## config.mk

```make
export PLATFORM = sky130hd
export DESIGN_NAME = fifo_rd_streamer
export DESIGN_NICKNAME = d
export VERILOG_FILES = /design/src/rtl/fifo_rd_streamer.sv
export SDC_FILE = /design/constraint.sdc
export NUM_CORES = 1
export LEC_CHECK = 0
export CAP_MARGIN = 20
export CELL_PAD_IN_SITES_DETAIL_PLACEMENT = 0
export CELL_PAD_IN_SITES_GLOBAL_PLACEMENT = 1
export CORE_ASPECT_RATIO = 1.25
export CORE_MARGIN = 2
export CORE_UTILIZATION = 42
export CTS_CLUSTER_DIAMETER = 40
export DETAILED_ROUTE_END_ITERATION = 10
export PLACE_DENSITY = 0.94
export SLEW_MARGIN = 10
export SYNTH_ARGS = -nofsm -noshare
export SYNTH_HDL_FRONTEND = slang
export SYNTH_SLANG_ARGS = --single-unit
```

## constraint.sdc

```tcl
create_clock -name i_clk -period 6.2 [get_ports i_clk]
set_input_delay 1.55 -clock i_clk [delete_from_list [all_inputs] [get_ports i_clk]]
set_output_delay 1.55 -clock i_clk [all_outputs]
set_load 0.03 [all_outputs]
```

## src/rtl/fifo_rd_streamer.sv

```systemverilog
// fifo_rd_streamer
//   Read-side consumer of the asynchronous FIFO. Pops words through the
//   FIFO read port and re-issues them as a valid/ready stream grouped into
//   packets of programmable length, with a last-beat marker on the final
//   word of every packet. A 2-entry output buffer decouples the pop strobe
//   from downstream ready while still sustaining one word per cycle.
//
// Ports
//   i_clk      read-domain clock
//   i_rst      synchronous active-high reset
//   i_en       1 = stream packets, 0 = stop at the next packet boundary
//   i_pkt_len  beats per packet (0 behaves as 1), sampled at packet start
//   i_rempty   FIFO empty flag
//   i_rdata    FIFO head word
//   o_rinc     FIFO pop strobe
//   o_tdata    stream data
//   o_tvalid   stream valid
//   o_tlast    final beat of a packet
//   i_tready   downstream ready
//   o_busy     FSM active or buffer holding data
//   o_pkt_cnt  packets completed downstream, wraps modulo 2^16
module fifo_rd_streamer #(
  parameter int DATA_WIDTH = 8,
  parameter int LEN_WIDTH  = 8
) (
  input  logic                  i_clk,
  input  logic                  i_rst,
  input  logic                  i_en,
  input  logic [LEN_WIDTH-1:0]  i_pkt_len,
  input  logic                  i_rempty,
  input  logic [DATA_WIDTH-1:0] i_rdata,
  output logic                  o_rinc,
  output logic [DATA_WIDTH-1:0] o_tdata,
  output logic                  o_tvalid,
  output logic                  o_tlast,
  input  logic                  i_tready,
  output logic                  o_busy,
  output logic [15:0]           o_pkt_cnt
);

  localparam logic [1:0] ST_IDLE = 2'd0;
  localparam logic [1:0] ST_RUN  = 2'd1;
  localparam logic [1:0] ST_STOP = 2'd2;

  logic [1:0]           state_reg, state_next;
  logic [1:0]           count_reg, count_next;
  logic                 wr_ptr_reg, rd_ptr_reg;
  logic [LEN_WIDTH-1:0] beat_reg, beat_next;
  logic [LEN_WIDTH-1:0] len_reg;
  logic [15:0]          pkt_cnt_reg;

  logic                 push, pop;
  logic [LEN_WIDTH-1:0] len_eff;
  logic                 last_flag;
  logic [DATA_WIDTH:0]  head;

  // Pop only depends on registered state and the empty flag, so the FIFO
  // read port never sees a combinational path from downstream ready.
  assign push     = (state_reg != ST_IDLE) & ~i_rempty & (count_reg != 2'd2);
  assign pop      = o_tvalid & i_tready;
  assign o_rinc   = push;
  assign o_tvalid = (count_reg != 2'd0);

  // At beat 0 the live length is used (it is latched on this push);
  // mid-packet the latched length governs so later changes are ignored.
  assign len_eff   = (beat_reg != '0) ? len_reg :
                     ((i_pkt_len == '0) ? LEN_WIDTH'(1) : i_pkt_len);
  assign last_flag = (beat_reg == len_eff - LEN_WIDTH'(1));

  always_comb begin
    beat_next = beat_reg;
    if (push) begin
      beat_next = last_flag ? '0 : beat_reg + LEN_WIDTH'(1);
    end
  end

  always_comb begin
    count_next = count_reg;
    case ({push, pop})
      2'b10:   count_next = count_reg + 2'd1;
      2'b01:   count_next = count_reg - 2'd1;
      default: count_next = count_reg;
    endcase
  end

  // RUN decides between IDLE and STOP on the beat index after this edge's
  // push, so a word popped on the same edge is never left as a partial packet.
  always_comb begin
    state_next = state_reg;
    case (state_reg)
      ST_IDLE: if (i_en) state_next = ST_RUN;
      ST_RUN:  if (!i_en) state_next = (beat_next == '0) ? ST_IDLE : ST_STOP;
      ST_STOP: if (push && last_flag) state_next = ST_IDLE;
      default: state_next = ST_IDLE;
    endcase
  end

  // Two buffer entries, each a {last, data} register written at wr_ptr.
  genvar gi;
  generate
    for (gi = 0; gi < 2; gi++) begin : g_entry
      logic [DATA_WIDTH:0] entry_reg;
      always_ff @(posedge i_clk) begin
        if (i_rst) begin
          entry_reg <= '0;
        end else if (push && (wr_ptr_reg == 1'(gi))) begin
          entry_reg <= {last_flag, i_rdata};
        end
      end
    end
  endgenerate

  assign head      = rd_ptr_reg ? g_entry[1].entry_reg : g_entry[0].entry_reg;
  assign o_tdata   = o_tvalid ? head[DATA_WIDTH-1:0] : '0;
  assign o_tlast   = o_tvalid & head[DATA_WIDTH];
  assign o_busy    = (state_reg != ST_IDLE) | (count_reg != 2'd0);
  assign o_pkt_cnt = pkt_cnt_reg;

  always_ff @(posedge i_clk) begin
    if (i_rst) begin
      state_reg   <= ST_IDLE;
      count_reg   <= 2'd0;
      wr_ptr_reg  <= 1'b0;
      rd_ptr_reg  <= 1'b0;
      beat_reg    <= '0;
      len_reg     <= '0;
      pkt_cnt_reg <= 16'd0;
    end else begin
      state_reg <= state_next;
      count_reg <= count_next;
      beat_reg  <= beat_next;
      if (push) begin
        wr_ptr_reg <= ~wr_ptr_reg;
        if (beat_reg == '0) begin
          len_reg <= len_eff;
        end
      end
      if (pop) begin
        rd_ptr_reg <= ~rd_ptr_reg;
        if (o_tlast) begin
          pkt_cnt_reg <= pkt_cnt_reg + 16'd1;
        end
      end
    end
  end

endmodule

```

==> impl_results.md <==
* Distinct cells, synth at 50
* Antenna violations before repair at 0
* Skew final at 0.00410 ns
* Yosys top cell by area: dfxtp_1
* R2r worst-path depth at 12
* Worst-margin pin slew at 1.11 ns
* Tmin final at 4.95 ns
* CP arrival at 3.40 ns
* Sequential fraction of the synthesis area at 0.364
* DR top layer: met4
* Pin count of the biggest net entering global routing at 61
* Final worst-path cycle share at 0.798
* Total Routed Length at 7.31 mm
* CTS root buffer: clkbuf_8
* Largest register FFs at 18
* Asr flop ratio synth at 0
* Leakage at 1.25 nW
* Synthesized flop and latch total at 56
* Syn. warnings at 0
* P&R area growth vs syn at 18.5%
* HP Class: register to register
* Routed length per placed instance at 14.2 µm
* Sink Count at 56
* Yosys top cell area share at 0.364
* Worst vdd ir at 153 µV
* Setup crit end kind: primary output
* Core area at 7020 µm²
* Mapped Nets at 420
* Setup crit start kind: input port
* P per Cell Area at 241 nW/µm²
* HPWL Detailed at 5.02 mm
* Post-DRT Antenna Nets at 0
* Share of cells above drive strength 1 at 0.0424
* Final #Nets at 450
* Die Ht at 99.8 µm
* Post-CTS Setup Bufs at 0
* Final GP Congestion at 0.860
* Total GRT Usage at 0.185
* Hold Path Depth at 2
* Clock Pin Slew Worst Setup and Hold Paths at 0.10 ns
* M1 wire length at 3.31 mm
* Cells after Synth at 394
* Post-synth EDFFs at 0
* Slew headroom at 0.256
* Status: finished, final reports clean
* Crit path top cell by count: clkdlybuf4s50_1
* H-Tree Depth at 2
* Fin. Hold Viols at 0
* Num CTS Buffers at 5
* Max FO, Critical Path at 13
* Worst R2R Setup Slack at 2.63 ns
* Mean Syn Cell Area at 7.82 µm²
* Fin. max-slew vios at 0
* Final core utilization at 0.520
* Reg2reg end: beat_reg[5]$_SDFF_PP0_
* Final TNS setup at 0 ns
* CTS tree: done
* Diode count at 0
* Num rows at 34
* CTS-repair resized insts at 0
* Post-synth top cells: nand2_1, dfxtp_1, a21oi_1
* Met2 Wirelength at 3.54 mm
* Router iterations before antenna repair at 4
* Post-Syn Area at 3080 µm²
* RR Startpoint: beat_reg[0]$_SDFF_PP0_
* First-pass GRT wire length at 12.2 mm
* Fmax at 202 MHz
* Most used DFF post-synth: dfxtp_1
* Initial core utilization at 0.439
* Crit-path slowest cell: clkdlybuf4s50_1
* GRT overflow at 0
* Port Buf Inserts at 48
* DRT iter0 DRCs at 164
* Hold Crit Start: g_entry[0].entry_reg[7]$_SDFFE_PP0P_
* Worst-Skew Late Latency at 0.31 ns
* Crit path kind: input port to primary output
* Count leader, synth: nand2_1
* Max_cap viols at 0
* DR vias at 2879
* Hold endpoint: g_entry[0].entry_reg[7]$_SDFFE_PP0P_
* Vias in the first global route at 2672
* Crit-path cells: clkdlybuf4s50_1, or3_1, inv_2, clkdlybuf4s50_1
* RSZ-0062 raised after global routing: no
* CP peak stage delay at 0.71 ns
* Die width at 80.6 µm
* Die Area at 8050 µm²
* CTS Buffer Depth at 2
* DRC at 0
* IO Pins at 49
* Data required time of the critical path at 4.65 ns
* Hold Buf Count CTS at 0
* Setup violators final at 0
* Vias/cell at 5.59
* Largest cells by area after synthesis: dfxtp_1, nand2_1, a21oi_1
* Routed wl met3 at 378 µm
worst max-delay path: cells and delay by family:
kind / cells / cell delay (ns)
and+or+nand+nor: 1 / 0.51
buffers and inverters: 3 / 1.33
cells by family after synthesis:
kind of cell    Yosys count  share of synthesized area
compound gates           92                      0.188
xor+xnor                 26                     0.0739
fa+ha+maj                 5                     0.0203
buf+inv                  38                     0.0544
flops                    56                      0.364
mux                      13                     0.0422
simple gates            164                      0.257
layer usage:
| metal | track usage | vias up |
|---|---|---|
| met5 | 0 | - |
| met4 | 0.0430 | 0 |
| met3 | 0.0342 | 10 |
| met2 | 0.313 | 80 |
| met1 | 0.244 | 1340 |
| li1 | - | 1449 |
cell type report:
cell class	count	area, µm²
clock buffers	5	68.8
clock inverters	3	23.8
fillers	704	3370
inverters	11	41.3
multi-input cells	300	1790
flip-flops and latches	56	1120
well taps	90	113
repair buffers	50	490
power breakdown:
part	internal, mW	switching (mW)
logic	0.113	0.154
clock network	0.0803	0.124
registers	0.378	0.0303
metrics by stage:
stage                     total power, mW  worst slack (ns)  hold WS [ns]  instance area (µm²)  instances
after floorplan                     0.609              1.99         0.433                 3080        394
after global placement              0.678              1.25         0.441                 3560        507
after detailed placement            0.680              1.25         0.446                 3560        507
after CTS                           0.887              1.25         0.462                 3650        515
after global routing                0.931              1.17         0.478                 3650        515
final                               0.879              1.25         0.459                 3650        515
worst max-delay path by stage:
stage	from	cells after the start	endpoint	slack, ns
floorplan	i_rempty	4	o_rinc	1.99
global placement	i_rempty	4	o_rinc	1.25
detailed placement	i_rempty	4	o_rinc	1.25
CTS	i_rempty	4	o_rinc	1.25
global route	i_rempty	4	o_rinc	1.17
finish	i_rempty	4	o_rinc	1.25
layout by cell type, fill, tap and decap left out, types with 5 or more instances in the layout:
master           count
or3_1               10
mux2i_1             13
nor3_1               8
xnor2_1             10
xor2_1              16
a21oi_1             39
ha_1                 5
dfxtp_1             56
nand2_1             68
clkdlybuf4s50_1     47
o21ai_0             15
nor2_1              37
inv_1               10
and3_1               5
clkbuf_8             5
a211oi_1            12
nand4_1              8
Note: power is estimated with default switching activity, not from simulation.
